### src/rtl/spi_slave_responder.sv
// rtl/spi_slave_responder.sv - SPI mode-0 target that swaps one received word for one preloaded response word
// SCLK/CS_N/MOSI are oversampled in the clk domain; all SPI actions follow a synced edge.
module spi_slave_responder #(
    parameter int          WORD_W     = 32,
    parameter logic [31:0] DEFAULT_TX = 32'hFFFF_FFFF
) (
    input  logic              clk,
    input  logic              rst,
    input  logic              spi_sclk,
    input  logic              spi_cs_n,
    input  logic              spi_mosi,
    output logic              spi_miso,
    output logic              spi_miso_oe,
    input  logic [WORD_W-1:0] tx_data,
    input  logic              tx_valid,
    output logic              tx_ready,
    output logic [WORD_W-1:0] rx_data,
    output logic              rx_valid,
    output logic              tx_underrun,
    output logic              frame_err
);
    localparam int CW = $clog2(WORD_W);

    typedef enum logic {IDLE, ACTIVE} state_t;

    state_t            state_q, state_d;
    logic [2:0]        sclk_q, cs_q;
    logic [1:0]        mosi_q;
    logic [1:0]        warm_q, warm_d;
    logic              armed_q, armed_d;
    logic [WORD_W-1:0] buf_q, buf_d;
    logic              buf_valid_q, buf_valid_d;
    logic [WORD_W-1:0] tx_shift_q, tx_shift_d;
    logic [WORD_W-1:0] rx_shift_q, rx_shift_d;
    logic [CW-1:0]     bit_cnt_q, bit_cnt_d;
    logic              miso_q, miso_d;
    logic              oe_q, oe_d;
    logic [WORD_W-1:0] rx_data_q, rx_data_d;
    logic              rx_valid_q, rx_valid_d;
    logic              underrun_q, underrun_d;
    logic              frame_err_q, frame_err_d;

    logic              sclk_rise, sclk_fall, cs_rise, cs_fall, mosi_s;
    logic [WORD_W-1:0] next_word;

    assign sclk_rise = sclk_q[1] & ~sclk_q[2];
    assign sclk_fall = ~sclk_q[1] & sclk_q[2];
    assign cs_rise   = cs_q[1] & ~cs_q[2];
    assign cs_fall   = ~cs_q[1] & cs_q[2];
    assign mosi_s    = mosi_q[1];
    assign next_word = buf_valid_q ? buf_q : DEFAULT_TX[WORD_W-1:0];

    always_ff @(posedge clk) begin
        if (rst) begin
            sclk_q      <= 3'b000;
            cs_q        <= 3'b111;
            mosi_q      <= 2'b00;
            warm_q      <= 2'd0;
            state_q     <= IDLE;
            armed_q     <= 1'b0;
            buf_q       <= '0;
            buf_valid_q <= 1'b0;
            tx_shift_q  <= '0;
            rx_shift_q  <= '0;
            bit_cnt_q   <= '0;
            miso_q      <= 1'b0;
            oe_q        <= 1'b0;
            rx_data_q   <= '0;
            rx_valid_q  <= 1'b0;
            underrun_q  <= 1'b0;
            frame_err_q <= 1'b0;
        end else begin
            sclk_q      <= {sclk_q[1:0], spi_sclk};
            cs_q        <= {cs_q[1:0], spi_cs_n};
            mosi_q      <= {mosi_q[0], spi_mosi};
            warm_q      <= warm_d;
            state_q     <= state_d;
            armed_q     <= armed_d;
            buf_q       <= buf_d;
            buf_valid_q <= buf_valid_d;
            tx_shift_q  <= tx_shift_d;
            rx_shift_q  <= rx_shift_d;
            bit_cnt_q   <= bit_cnt_d;
            miso_q      <= miso_d;
            oe_q        <= oe_d;
            rx_data_q   <= rx_data_d;
            rx_valid_q  <= rx_valid_d;
            underrun_q  <= underrun_d;
            frame_err_q <= frame_err_d;
        end
    end

    always_comb begin
        state_d     = state_q;
        warm_d      = (warm_q == 2'd3) ? warm_q : warm_q + 2'd1;
        armed_d     = armed_q;
        buf_d       = buf_q;
        buf_valid_d = buf_valid_q;
        tx_shift_d  = tx_shift_q;
        rx_shift_d  = rx_shift_q;
        bit_cnt_d   = bit_cnt_q;
        miso_d      = miso_q;
        oe_d        = oe_q;
        rx_data_d   = rx_data_q;
        rx_valid_d  = 1'b0;
        underrun_d  = 1'b0;
        frame_err_d = 1'b0;

        // The synchroniser holds its reset value for two cycles; only real CS_N=1 may arm.
        if (cs_q[1] && warm_q[1])
            armed_d = 1'b1;

        // Capture and consume are exclusive: capture needs an empty buffer, consume a full one.
        if (tx_valid && !buf_valid_q) begin
            buf_d       = tx_data;
            buf_valid_d = 1'b1;
        end

        case (state_q)
            IDLE: begin
                oe_d = 1'b0;
                if (cs_fall && armed_q) begin
                    tx_shift_d = next_word;
                    if (buf_valid_q) buf_valid_d = 1'b0;
                    else             underrun_d  = 1'b1;
                    miso_d    = next_word[WORD_W-1];
                    oe_d      = 1'b1;
                    bit_cnt_d = '0;
                    state_d   = ACTIVE;
                end
            end
            ACTIVE: begin
                if (cs_rise) begin
                    if (bit_cnt_q != '0) frame_err_d = 1'b1;
                    oe_d      = 1'b0;
                    bit_cnt_d = '0;
                    state_d   = IDLE;
                end else if (sclk_rise) begin
                    rx_shift_d = {rx_shift_q[WORD_W-2:0], mosi_s};
                    if (bit_cnt_q == CW'(WORD_W - 1)) begin
                        rx_data_d  = {rx_shift_q[WORD_W-2:0], mosi_s};
                        rx_valid_d = 1'b1;
                        bit_cnt_d  = '0;
                    end else begin
                        bit_cnt_d = bit_cnt_q + CW'(1);
                    end
                end else if (sclk_fall) begin
                    if (bit_cnt_q == '0) begin
                        tx_shift_d = next_word;
                        if (buf_valid_q) buf_valid_d = 1'b0;
                        else             underrun_d  = 1'b1;
                        miso_d = next_word[WORD_W-1];
                    end else begin
                        tx_shift_d = tx_shift_q << 1;
                        miso_d     = tx_shift_q[WORD_W-2];
                    end
                end
            end
            default: state_d = IDLE;
        endcase
    end

    assign spi_miso    = miso_q;
    assign spi_miso_oe = oe_q;
    assign tx_ready    = ~buf_valid_q;
    assign rx_data     = rx_data_q;
    assign rx_valid    = rx_valid_q;
    assign tx_underrun = underrun_q;
    assign frame_err   = frame_err_q;
endmodule

### config.mk
export PLATFORM = sky130hd
export DESIGN_NAME = spi_slave_responder
export DESIGN_NICKNAME = d
export VERILOG_FILES = /design/src/rtl/spi_slave_responder.sv
export SDC_FILE = /design/constraint.sdc
export NUM_CORES = 1
export LEC_CHECK = 0
export ABC_AREA = 1
export BUFFER_PORTS_ARGS = -buffer_cell sky130_fd_sc_hd__clkbuf_2
export CORE_ASPECT_RATIO = 0.8
export CORE_MARGIN = 4
export CORE_UTILIZATION = 30
export DETAILED_ROUTE_END_ITERATION = 8
export GPL_TIMING_DRIVEN = 0
export PLACE_DENSITY = 0.58
export SKIP_LAST_GASP = 1
export SYNTH_ARGS = -nofsm -noshare
export SYNTH_HDL_FRONTEND = slang
export SYNTH_SLANG_ARGS = --single-unit
### constraint.sdc
create_clock -name clk -period 4 [get_ports clk]
set_input_delay 0.4 -clock clk [delete_from_list [all_inputs] [get_ports clk]]
set_output_delay 0.4 -clock clk [all_outputs]
set_load 0.1 [all_outputs]
==> flow_summary.yaml <==
setup_path:
  worstPathMaxFanout: 10
  reg2reg_slack_ps: 1950
  crit_slowest_cell: "clkbuf_2"
  r2r_end: "rx_data[26]$_SDFFE_PP0P_"
  crit_family: "buffers and inverters"
  cp-end-kind: "output pin"
  worstSetupPathType: "register to output pin"
  max_stage_delay_ps: 560
  path_cells: "clkinv_1 -> clkbuf_1 -> clkbuf_2"
  critical_path_buf_inv_count: 3
  reg2reg_depth: 10
  critPathRequiredTime_ps: 3600
  worstReg2RegStart: "bit_cnt_q[0]$_SDFFE_PP0P_"
  startpoint: "buf_valid_q$_SDFF_PP0_"
  startpoint_type: "register"
  arrival_ps: 1940
  cp.depth: 3
global_route:
  grt.total_usage_pct: 13.95
  grt_pass1_wl_um: 25390
  overflow: 0
  grt_max_degree: 17
  antenna_found_initial: 1
  grt_pass1_vias: 5041
synth:
  syn_area_per_cell_um2: 6.990
  netlist_area_um2: 5991
  synth_top_area_share_pct: 49.79
  yosysWarnings: 0
  synth_top_area_cell: "dfxtp_1"
  synth_seq_cells: 149
  ys_seq_area_share_pct: 49.79
  syn_nets: 899
  syn_inst: 857
  yosysUniqueCellTypes: 20
  synthTopCellsByArea: "dfxtp_1 50%, nor2_1 14%, nand2_1 12%"
routing:
  wl_um: 15060
  firstDrtPassIters: 4
  vias: 5302
  ant_nets: 0
  route.detailed.wl_per_inst_um: 12.33
  vias_per_cell: 4.342
  drtIter0Drc: 366
  drc: 0
hold_path:
  min_to: "cs_q[0]$_SDFF_PP1_"
  min_from: "spi_cs_n"
  whs_path_depth: 2
  hp-class: "input port to register"
pwr:
  switching_share_pct: 25.89
  p_total_w: 0.003405
  ir_drop_v: 0.0002662
  internal-power_w: 0.002524
  power_frac_clock_pct: 45.3
  p_sw_w: 0.0008816
  combPwrFrac_pct: 8.4
  leakagePower_nw: 3.356
  power_frac_seq_pct: 46.3
  powerDensity_nw_per_um2: 469.6
timing:
  finalHoldViolations: 0
  fin_crit_sh_pct: 58.45
  fin_setup_tns_ps: 0
  worstMarginPinSlew_ps: 580.8
  max_slew_margin_pct: 61.45
  rsz0062_at_grt: "false"
  finalClockSkew_ps: 10.25
  setup_viol: 0
  period_needed_ps: 2338
  slew_violations: 0
  max_freq_mhz: 427.7
final_layout:
  drive_gt1_share_pct: 14.12
  final_cell_mix: "225 x nor2_1, 189 x nand2_1, 149 x dfxtp_1"
  fin_nets: 993
  num_antenna_cells: 0
  mostFrequentLayoutCell: "nor2_1"
  syn2layout_area_growth_pct: 21.05
floorplanning:
  start_util_pct: 31.02
  rows: 45
  die_w_um: 166.0
  core-area_um2: 19310
  dieHeight_um: 134.4
  dieArea_um2: 22310
  boundaryPins: 76
placement:
  hpwlAfterDp_um: 10500
  portBuffers: 75
  gp_congestion: 0.7698
status:
  outcome: "finished, final reports clean"
cts:
  clk_pin_slew_ps: 60
  cts_sinks: 149
  cts-root-buf: "clkbuf_16"
  ctsHoldBuffers: 0
  cts_max_level: 4
  cts_buffers: 17
  ctsResizeCount: 0
  clkLatencyLatePin_ps: 420
  clock_path_buffers: 2
  post-cts-setup-buffers: 0
  cts_tree: "built"
run:
  cap_violations: 0
==> synth_stat cells <==
cell type	number
nor2_1	225
nand2_1	189
dfxtp_1	149
o21ai_0	78
nand3_1	62
inv_1	58
a21oi_1	25
clkbuf_1	22
buf_2	14
buf_1	8
buf_6	7
ha_1	4
nand2_2	3
nor3_1	3
inv_2	2
nand4_1	2
nor2_2	2
or2_2	2
a21oi_4	1
clkinv_1	1
==> layout make-up <==
class / count / area [µm²]
clock buffers: 19 / 442.9
plain buffers: 51 / 261.5
fillers: 2069 / 12060
flip-flops and latches: 149 / 2983
well taps: 258 / 322.8
repair buffers: 75 / 375.4
inverters: 61 / 229.0
multi-input cells: 596 / 2517
clock inverters: 12 / 120.1
==> power groups by stage <==
stage	clock, W	combinational (W)	sequential [W]
after floorplan	0	0.000205	0.00161
after CTS	0.00158	0.000290	0.00158
after detailed placement	0	0.000288	0.00161
final	0.00154	0.000286	0.00158
after global placement	0	0.000286	0.00161
after global routing	0.00165	0.000336	0.00158
==> sequential cells by signal (all words and copies together), names as in the netlist, 3 cells and up <==
| register | flops |
|---|---|
| buf_q | 32 |
| rx_data | 32 |
| tx_shift_q | 31 |
| sclk_q | 3 |
| rx_shift_q | 31 |
| bit_cnt_q | 5 |
| cs_q | 3 |
==> logic make-up after synthesis <==
kind of cell | share of synthesized area, %
adders and majority gates | 0.8355
DFF | 49.79
buffers and inverters | 8.187
and+or+nand+nor | 32.31
AOI/OAI and AO/OA | 8.876
==> worst max path at each step <==
stage	endpoint	slack (ps)
2_1_floorplan	tx_shift_q[0]$_SDFFE_PP0P_	2120
5_1_grt	tx_ready	1530
3_5_place_dp	rx_data[26]$_SDFFE_PP0P_	1960
3_3_place_gp	rx_data[24]$_SDFFE_PP0P_	1940
4_1_cts	tx_ready	1570
6_report	tx_ready	1660
==> worst register-to-register path: cells and delay by family (launching register included) <==
kind / cells / cell delay, ps
buffers and inverters: 2 / 440
adders and majority gates: 2 / 410
DFF: 1 / 370
and+or+nand+nor: 6 / 730
==> layer usage <==
| metal | vias to the layer above | global-route usage [%] | share of wire, % |
|---|---|---|---|
| met5 | - | 0 | 0.073 |
| met4 | 2 | 4.535 | 1.3 |
| met3 | 18 | 4.596 | 6.7 |
| met2 | 98 | 20.51 | 40 |
| met1 | 2330 | 19.33 | 52 |
| li1 | 2854 | - | - |
==> stage by stage <==
stage               setup slack, ps  util, %  std cells  instance area [µm²]  hold slack (ps)
finish                         1662    37.55       1221                 7252            159.5
global route                   1529    37.55       1221                 7252            151.4
CTS                            1572    37.55       1221                 7252            141.0
detailed placement             1963    34.64       1190                 6689            394.5
floorplan                      2122        -        857                 5991            388.3
global placement               1937    34.64       1190                 6689            390.8
Power figures use the tool's default switching activity.
